[src/rtl/mem_access_stage_if.sv]
// rtl/mem_access_stage_if.sv - Data-cache request/ready port between the MEM stage and the D-cache.
interface mem_access_stage_if;
    logic        dmem_req;
    logic        dmem_wen;
    logic [29:0] dmem_addr;
    logic [31:0] dmem_wdata;
    logic        dmem_ready;
    logic [31:0] dmem_rdata;

    modport master (
        output dmem_req,
        output dmem_wen,
        output dmem_addr,
        output dmem_wdata,
        input  dmem_ready,
        input  dmem_rdata
    );

    modport slave (
        input  dmem_req,
        input  dmem_wen,
        input  dmem_addr,
        input  dmem_wdata,
        output dmem_ready,
        output dmem_rdata
    );
endinterface

[src/rtl/mem_access_stage.sv]
// rtl/mem_access_stage.sv - MIPS MEM stage: D-cache load/store with stall and timeout watchdog.
// Optional macro MISALIGN_CHK_EN: misaligned accesses complete immediately with mem_err instead of issuing.
module mem_access_stage #(
    parameter int TIMEOUT = 64,
    parameter int CNT_W   = 7
) (
    input  logic                       clk,
    input  logic                       rst,
    input  logic                       mem_read,
    input  logic                       mem_write,
    input  logic                       reg_write,
    input  logic                       mem_to_reg,
    input  logic                       is_jal,
    input  logic [4:0]                 write_reg,
    input  logic [31:0]                alu_result,
    input  logic [31:0]                store_data,
    input  logic [31:0]                pc_plus_4,
    mem_access_stage_if.master         dmem,
    output logic                       mem_stall,
    output logic                       regwrite_o,
    output logic                       memtoreg_o,
    output logic [4:0]                 write_reg_o,
    output logic [31:0]                read_data_o,
    output logic [31:0]                address_o,
    output logic                       mem_err
);

    typedef enum logic [1:0] {
        IDLE = 2'd0,
        BUSY = 2'd1,
        DONE = 2'd2
    } state_t;

    state_t             state_q, state_d;
    logic               req_q, req_d;
    logic               wen_q, wen_d;
    logic [29:0]        addr_q, addr_d;
    logic [31:0]        wdata_q, wdata_d;
    logic [31:0]        rdata_q, rdata_d;
    logic [CNT_W-1:0]   wd_q, wd_d;
    logic               err_q, err_d;
    logic               op;
    logic               issue;
    logic               wr_block;

    assign op = mem_read | mem_write;

`ifdef MISALIGN_CHK_EN
    logic mis_q, mis_d;
    logic misaligned;

    assign misaligned = alu_result[1:0] != 2'b00;
    // Suppress write-back both while the bad access is being rejected and in its DONE cycle.
    assign wr_block   = mis_q | ((state_q == IDLE) & op & misaligned);
`else
    assign wr_block   = 1'b0;
`endif

    always_comb begin
        state_d   = state_q;
        req_d     = req_q;
        wen_d     = wen_q;
        addr_d    = addr_q;
        wdata_d   = wdata_q;
        rdata_d   = rdata_q;
        wd_d      = wd_q;
        err_d     = err_q;
        issue     = 1'b0;
        mem_stall = 1'b0;
`ifdef MISALIGN_CHK_EN
        mis_d     = 1'b0;
`endif
        case (state_q)
            IDLE: begin
                mem_stall = op;
                if (op) begin
`ifdef MISALIGN_CHK_EN
                    if (misaligned) begin
                        rdata_d = 32'd0;
                        err_d   = 1'b1;
                        mis_d   = 1'b1;
                        state_d = DONE;
                    end else begin
                        issue = 1'b1;
                    end
`else
                    issue = 1'b1;
`endif
                end
                if (issue) begin
                    req_d   = 1'b1;
                    wen_d   = mem_write & ~mem_read;
                    addr_d  = alu_result[31:2];
                    wdata_d = store_data;
                    wd_d    = '0;
                    state_d = BUSY;
                end
            end
            BUSY: begin
                mem_stall = 1'b1;
                // A ready on the final watchdog cycle still wins over the timeout.
                if (dmem.dmem_ready) begin
                    rdata_d = dmem.dmem_rdata;
                    req_d   = 1'b0;
                    wd_d    = '0;
                    state_d = DONE;
                end else if (wd_q == CNT_W'(TIMEOUT - 1)) begin
                    rdata_d = 32'd0;
                    err_d   = 1'b1;
                    req_d   = 1'b0;
                    wd_d    = '0;
                    state_d = DONE;
                end else begin
                    wd_d = wd_q + CNT_W'(1);
                end
            end
            DONE: begin
                state_d = IDLE;
            end
            default: begin
                state_d = IDLE;
            end
        endcase
    end

    always_ff @(posedge clk or posedge rst) begin
        if (rst) begin
            state_q <= IDLE;
            req_q   <= 1'b0;
            wen_q   <= 1'b0;
            addr_q  <= '0;
            wdata_q <= '0;
            rdata_q <= '0;
            wd_q    <= '0;
            err_q   <= 1'b0;
        end else begin
            state_q <= state_d;
            req_q   <= req_d;
            wen_q   <= wen_d;
            addr_q  <= addr_d;
            wdata_q <= wdata_d;
            rdata_q <= rdata_d;
            wd_q    <= wd_d;
            err_q   <= err_d;
        end
    end

`ifdef MISALIGN_CHK_EN
    always_ff @(posedge clk or posedge rst) begin
        if (rst) begin
            mis_q <= 1'b0;
        end else begin
            mis_q <= mis_d;
        end
    end
`endif

    assign dmem.dmem_req   = req_q;
    assign dmem.dmem_wen   = wen_q;
    assign dmem.dmem_addr  = addr_q;
    assign dmem.dmem_wdata = wdata_q;

    assign regwrite_o  = (reg_write | is_jal) & ~wr_block;
    assign memtoreg_o  = mem_to_reg & ~is_jal;
    assign write_reg_o = is_jal ? 5'd31 : write_reg;
    assign address_o   = is_jal ? pc_plus_4 : alu_result;
    assign read_data_o = rdata_q;
    assign mem_err     = err_q;

endmodule

[src/flat_wrapper.sv]
// flat-port wrapper written by rule: the top's interface ports become plain ports
module mem_access_stage_flat 
#(
    parameter int TIMEOUT = 64,
    parameter int CNT_W   = 7
)
  (clk, rst, mem_read, mem_write, reg_write, mem_to_reg, is_jal, write_reg, alu_result, store_data, pc_plus_4, mem_stall, regwrite_o, memtoreg_o, write_reg_o, read_data_o, address_o, mem_err, dmem_dmem_req, dmem_dmem_wen, dmem_dmem_addr, dmem_dmem_wdata, dmem_dmem_ready, dmem_dmem_rdata);
  mem_access_stage_if dmem_i ();
  input  logic clk;
  input  logic rst;
  input  logic mem_read;
  input  logic mem_write;
  input  logic reg_write;
  input  logic mem_to_reg;
  input  logic is_jal;
  input  logic [4:0] write_reg;
  input  logic [31:0] alu_result;
  input  logic [31:0] store_data;
  input  logic [31:0] pc_plus_4;
  output logic mem_stall;
  output logic regwrite_o;
  output logic memtoreg_o;
  output logic [4:0] write_reg_o;
  output logic [31:0] read_data_o;
  output logic [31:0] address_o;
  output logic mem_err;
  output wire logic [$bits(dmem_i.dmem_req)-1:0] dmem_dmem_req;
  output wire logic [$bits(dmem_i.dmem_wen)-1:0] dmem_dmem_wen;
  output wire logic [$bits(dmem_i.dmem_addr)-1:0] dmem_dmem_addr;
  output wire logic [$bits(dmem_i.dmem_wdata)-1:0] dmem_dmem_wdata;
  input wire logic [$bits(dmem_i.dmem_ready)-1:0] dmem_dmem_ready;
  input wire logic [$bits(dmem_i.dmem_rdata)-1:0] dmem_dmem_rdata;
  assign dmem_dmem_req = dmem_i.dmem_req;
  assign dmem_dmem_wen = dmem_i.dmem_wen;
  assign dmem_dmem_addr = dmem_i.dmem_addr;
  assign dmem_dmem_wdata = dmem_i.dmem_wdata;
  assign dmem_i.dmem_ready = dmem_dmem_ready;
  assign dmem_i.dmem_rdata = dmem_dmem_rdata;
  mem_access_stage #(.TIMEOUT(TIMEOUT), .CNT_W(CNT_W)) u_core (.clk(clk), .rst(rst), .mem_read(mem_read), .mem_write(mem_write), .reg_write(reg_write), .mem_to_reg(mem_to_reg), .is_jal(is_jal), .write_reg(write_reg), .alu_result(alu_result), .store_data(store_data), .pc_plus_4(pc_plus_4), .dmem(dmem_i), .mem_stall(mem_stall), .regwrite_o(regwrite_o), .memtoreg_o(memtoreg_o), .write_reg_o(write_reg_o), .read_data_o(read_data_o), .address_o(address_o), .mem_err(mem_err));
endmodule
[config.mk]
export PLATFORM = sky130hd
export DESIGN_NAME = mem_access_stage_flat
export DESIGN_NICKNAME = d
export VERILOG_FILES = /design/src/rtl/mem_access_stage_if.sv /design/src/rtl/mem_access_stage.sv /design/src/flat_wrapper.sv
export SDC_FILE = /design/constraint.sdc
export NUM_CORES = 1
export LEC_CHECK = 0
export BUFFER_PORTS_ARGS = -buffer_cell sky130_fd_sc_hd__buf_2
export CAP_MARGIN = 20
export CORE_AREA = 2 2 107 109
export DETAILED_ROUTE_END_ITERATION = 10
export DIE_AREA = 0 0 109 111
export GPL_TIMING_DRIVEN = 0
export PLACE_DENSITY_LB_ADDON = 0.25
export SYNTH_ARGS = -nofsm -noshare
export SYNTH_HDL_FRONTEND = slang
export SYNTH_SLANG_ARGS = --single-unit
[constraint.sdc]
create_clock -name clk -period 5.4 [get_ports clk]
set_clock_uncertainty 0.1 [all_clocks]
set_input_delay 1.08 -clock clk [delete_from_list [all_inputs] [get_ports clk]]
set_output_delay 1.08 -clock clk [all_outputs]
set_load 0.02 [all_outputs]
* Word-level counts from Yosys, hierarchy flattened
Cells that the tools add are included.
Storage, ports and cells: register bits 106, input port bits 141, output and inout bits 137, logic and storage cells 48
Cells by class: add/sub/neg operators 1, equality and inequality tests 4, muxes and demuxes 19, bitwise logic cells 7, reduce and logical (&&, ||, !) cells 9
Operator list (count):
- 32-bit 2-to-1 mux | 3
- 7-bit 2-to-1 mux | 3
- 7-bit case mux with 2 select lines | 1
- 2-bit AND reduction | 4
- 7-bit by 1-bit adder with 7-bit output (second input constant) | 1
- 7-bit by 6-bit == test with 1-bit output (second input constant) | 1
- 2-bit 2-to-1 mux | 3
- 3-bit AND reduction | 2
- 1-bit 2-to-1 mux | 5
- 5-bit 2-to-1 mux | 1
- 1-bit case mux with 2 select lines | 2
- 2-bit case mux with 2 select lines | 1
- 2-bit nonzero test | 2
- 3-bit by 2-bit != test with 1-bit output (second input constant) | 1
- 1-bit NOT | 3
- 1-bit bitwise AND | 2
- 2-bit by 1-bit == test with 1-bit output (second input constant) | 1
- 2-bit zero test | 1
- 2-bit by 1-bit != test with 1-bit output (second input constant) | 1
- 1-bit bitwise OR | 2

* Longest topological paths before layout
word-level depth 5, mapped depth 6, gate-level depth less buffers 5

* Worst setup path before layout
No wires, ideal clock.
path kind in2out, from input port is_jal, to output port address_o[28], data arrival time 2.092 ns, data required time 4.220 ns, path slack 2.128 ns, stages on the path 3, cell sequence clkbuf_1 clkbuf_1 mux2_2
Between the ends: word-level cells in the longest chain between the ends 1
Ends and longest elaborated chain:
- start: declaration | RTL line flat_wrapper.sv:15 | input logic is_jal;
- 32-bit 2-to-1 mux | RTL line mem_access_stage.sv:166 | assign address_o = is_jal ? pc_plus_4 : alu_result;
- end: declaration | RTL line flat_wrapper.sv:25 | output logic [31:0] address_o;
No other way between the ends.

* Final worst setup path
from input port is_jal, to output port address_o[29]
Same word-level chain as after synthesis.

==> reports/metrics.yaml <==
hp-class: "reg2reg"
syn_inst: 305
critPathSlowestCell: "clkbuf_1"
n_antenna_cell: 0
syn2layout_area_growth_pct: 42.9
ys_seq_elements: 106
placed_cell_area_um2: 6000
synth_fp_nets: 447
post-route-util_pct: 56.9
cts_tree: "built"
fin_ws_ns: 1.76
die_area_um2: 12100
via_per_inst: 4.86
p_comb_share_pct: 45.5
synth-warning-count: 0
fmax_ghz: 0.275
drtIter0Drc: 144
max_slew_margin_pct: 49.2
post-dp-hpwl_mm: 9.18
h-tree-depth: 3
path_clk_slew_ns: 0.07
track_usage_pct: 19.5
fin_crit_sh_pct: 67.4
drive_gt1_share_pct: 68.7
fin_setup_tns_ns: 0
drv_cap: 0
place_ws_ns: 1.77
min-delay-start: "u_core.mem_err$_DFFE_PP0P_"
cp-start-kind: "input pin"
clockBufferDepth: 2
wl_mm: 11.8
routedWlPerCell_um: 15.9
rows: 39
ant_nets: 0
pwr-share-clk_pct: 17.9
antenna_found_initial: 0
rsz0062_at_grt: "false"
syn_area_um2: 4410
yosysUniqueCellTypes: 30
final.min_clock_period_ns: 3.64
firstDrtPassIters: 4
die_h_um: 111
portBuffers: 276
cts_root_buf: "clkbuf_16"
start_util_pct: 39.8
ys_seq_area_share_pct: 60.1
gp_congestion: 0.825
critical_path.most_common_cell: "clkbuf_1"
overflow: 0
crit_fanout: 10
critPathCaptureType: "output port"
worst_ep_required_time_ns: 4.22
reg2reg_from: "u_core.wd_q[0]$_DFFE_PP0P_"
crit_start: "is_jal"
ir_drop_mv: 0.282
setup_viol: 0
grt_max_degree: 61
cts.sinks: 106
p_leak_nw: 3.25
synth.avg_cell_area_um2: 14.5
core_um2: 11100
intPower_w: 0.00225
crit_chain: "clkbuf_1, clkbuf_1, mux2_2, buf_2"
drc_errors: 0
power.switching_fraction_pct: 39.4
path_class: "in2out"
worstPathArrival_ns: 2.46
cpPeakStageDelay_ns: 0.45
seq_power_share_pct: 36.6
insertion_delay_ns: 0.33
finalHoldViolations: 0
hold_buffers: 0
cts-buffers-inserted: 9
post-cts-setup-buffers: 0
vias: 3602
grt_pass1_wl_mm: 18.6
worst_slew_pin_slew_ns: 0.762
nets: 735
die_w_um: 109
slew_violations: 0
io_pins: 278
grt_pass1_vias: 3700
status: "finished clean"
powerDensity_nw_per_um2: 589
cts_resized: 0
p_switching_w: 0.00146
finalInstanceArea_um2: 6300
[path summary, 6_finish.rpt]
| check | endpoint | slack [ns] | depth (start not counted) |
|---|---|---|---|
| worst max-delay path | address_o[29] | 1.76 | 4 |
| worst min-delay path | u_core.mem_err$_DFFE_PP0P_ | 0.37 | 1 |
| worst max register to register | u_core.read_data_o[20]$_DFFE_PP0P_ | 3.45 | 6 |
| worst min register to register | u_core.mem_err$_DFFE_PP0P_ | 0.37 | 1 |
| max in group asynchronous | u_core.wd_q[2]$_DFFE_PP0P_ | 3.78 | 3 |
| min in group asynchronous | u_core.dmem.dmem_wdata[13]$_DFFE_PP0P_ | 0.72 | 2 |
[metrics by stage]
stage                     hold WS, ns  instances  power (W)
after global routing            0.391        741    0.00392
after global placement          0.346        724    0.00303
after floorplan                 0.372        305    0.00246
final                           0.368        741    0.00371
after CTS                       0.365        741    0.00375
after detailed placement        0.345        725    0.00308
[synthesized netlist by cell type]
library cell,count,area [um^2]
a211o_1,1,8.76
a21o_1,2,15.0
a21oi_1,2,10.0
a22o_1,33,289
a2bb2oi_1,1,8.76
a31oi_1,1,6.26
and2_1,1,6.26
and3_1,1,6.26
buf_2,14,70.1
clkbuf_1,5,18.8
dfrtp_1,106,2650
ha_1,1,12.5
inv_1,4,15.0
mux2_2,94,1060
nand2_1,7,26.3
nand3_1,1,5.00
nor2_1,4,15.0
nor2b_1,2,12.5
nor3_1,1,5.00
nor3b_4,1,18.8
nor4_1,2,12.5
o21a_1,2,15.0
o21ai_0,6,30.0
o21ai_1,2,10.0
o41ai_2,1,16.3
or2_0,1,6.26
or2_2,6,37.5
or2b_1,1,7.51
or3b_2,1,8.76
or4_1,1,7.51
[routing by layer]
metal  up-vias  GRT usage (%)  share of wire, %
met2       135           30.5                48
li1       1689              -                 -
met5         -              0                 0
met4         0           7.01               2.1
met1      1760           26.3                43
met3        18           4.64               6.3
[sequential cells by signal (all words and copies together), names as in the netlist]
| name | flops |
|---|---|
| u_core.dmem.dmem_addr | 30 |
| u_core.dmem.dmem_req | 1 |
| u_core.dmem.dmem_wdata | 32 |
| u_core.dmem.dmem_wen | 1 |
| u_core.mem_err | 1 |
| u_core.read_data_o | 32 |
| u_core.state_q | 2 |
| u_core.wd_q | 7 |
[layout by cell type, fill, tap and decap left out]
cell	netlist	final
or2_0	1	1
buf_2	14	290
and3_1	1	1
buf_16	0	1
clkbuf_16	0	9
o21ai_1	2	2
clkinv_2	0	2
inv_1	4	3
o21a_1	2	2
bufinv_16	0	1
nand3_1	1	1
a2bb2oi_1	1	1
clkbuf_1	5	5
a22o_1	33	33
nor2_1	4	4
o21ai_0	6	6
inv_6	0	2
clkinvlp_4	0	1
or3b_2	1	1
nor2b_1	2	2
a21o_1	2	2
nor3_1	1	1
a31oi_1	1	1
o41ai_2	1	1
a21oi_1	2	2
inv_4	0	1
or4_1	1	1
and2_1	1	1
or2_2	6	6
nor4_1	2	2
ha_1	1	1
dfrtp_1	106	106
nand2_1	7	7
or2b_1	1	1
mux2_2	94	94
inv_8	0	1
nor3b_4	1	1
a211o_1	1	1
[layout make-up]
cell class,instances,area (um^2)
Timing Repair Buffer,277,1410
Clock inverter,7,76.3
Fill cell,949,4770
Multi-Input combinational cell,176,1660
Buffer,19,88.8
Sequential cell,106,2650
Inverter,4,17.5
Clock buffer,9,225
Tap cell,143,179
[power by group through the flow]
| stage | logic, W | registers (W) | clock network (W) |
|---|---|---|---|
| 3_5_place_dp | 0.00171 | 0.00137 | 0 |
| 6_report | 0.00169 | 0.00136 | 0.000666 |
| 4_1_cts | 0.00171 | 0.00136 | 0.000681 |
| 2_1_floorplan | 0.000651 | 0.00181 | 0 |
| 3_3_place_gp | 0.00168 | 0.00135 | 0 |
| 5_1_grt | 0.00180 | 0.00141 | 0.000712 |
[worst max-delay path, delay by kind of cell]
kind                   cells  cell delay [ns]
multiplexers               1             0.39
buffers and inverters      3             0.99
[cells by family after synthesis]
kind of cell / share of synthesized area [%]
compound gates: 9.27
fa+ha+maj: 0.284
buf+inv: 2.35
flops: 60.1
mux: 24.0
simple gates: 3.97
(Power assumes the default switching activity.)
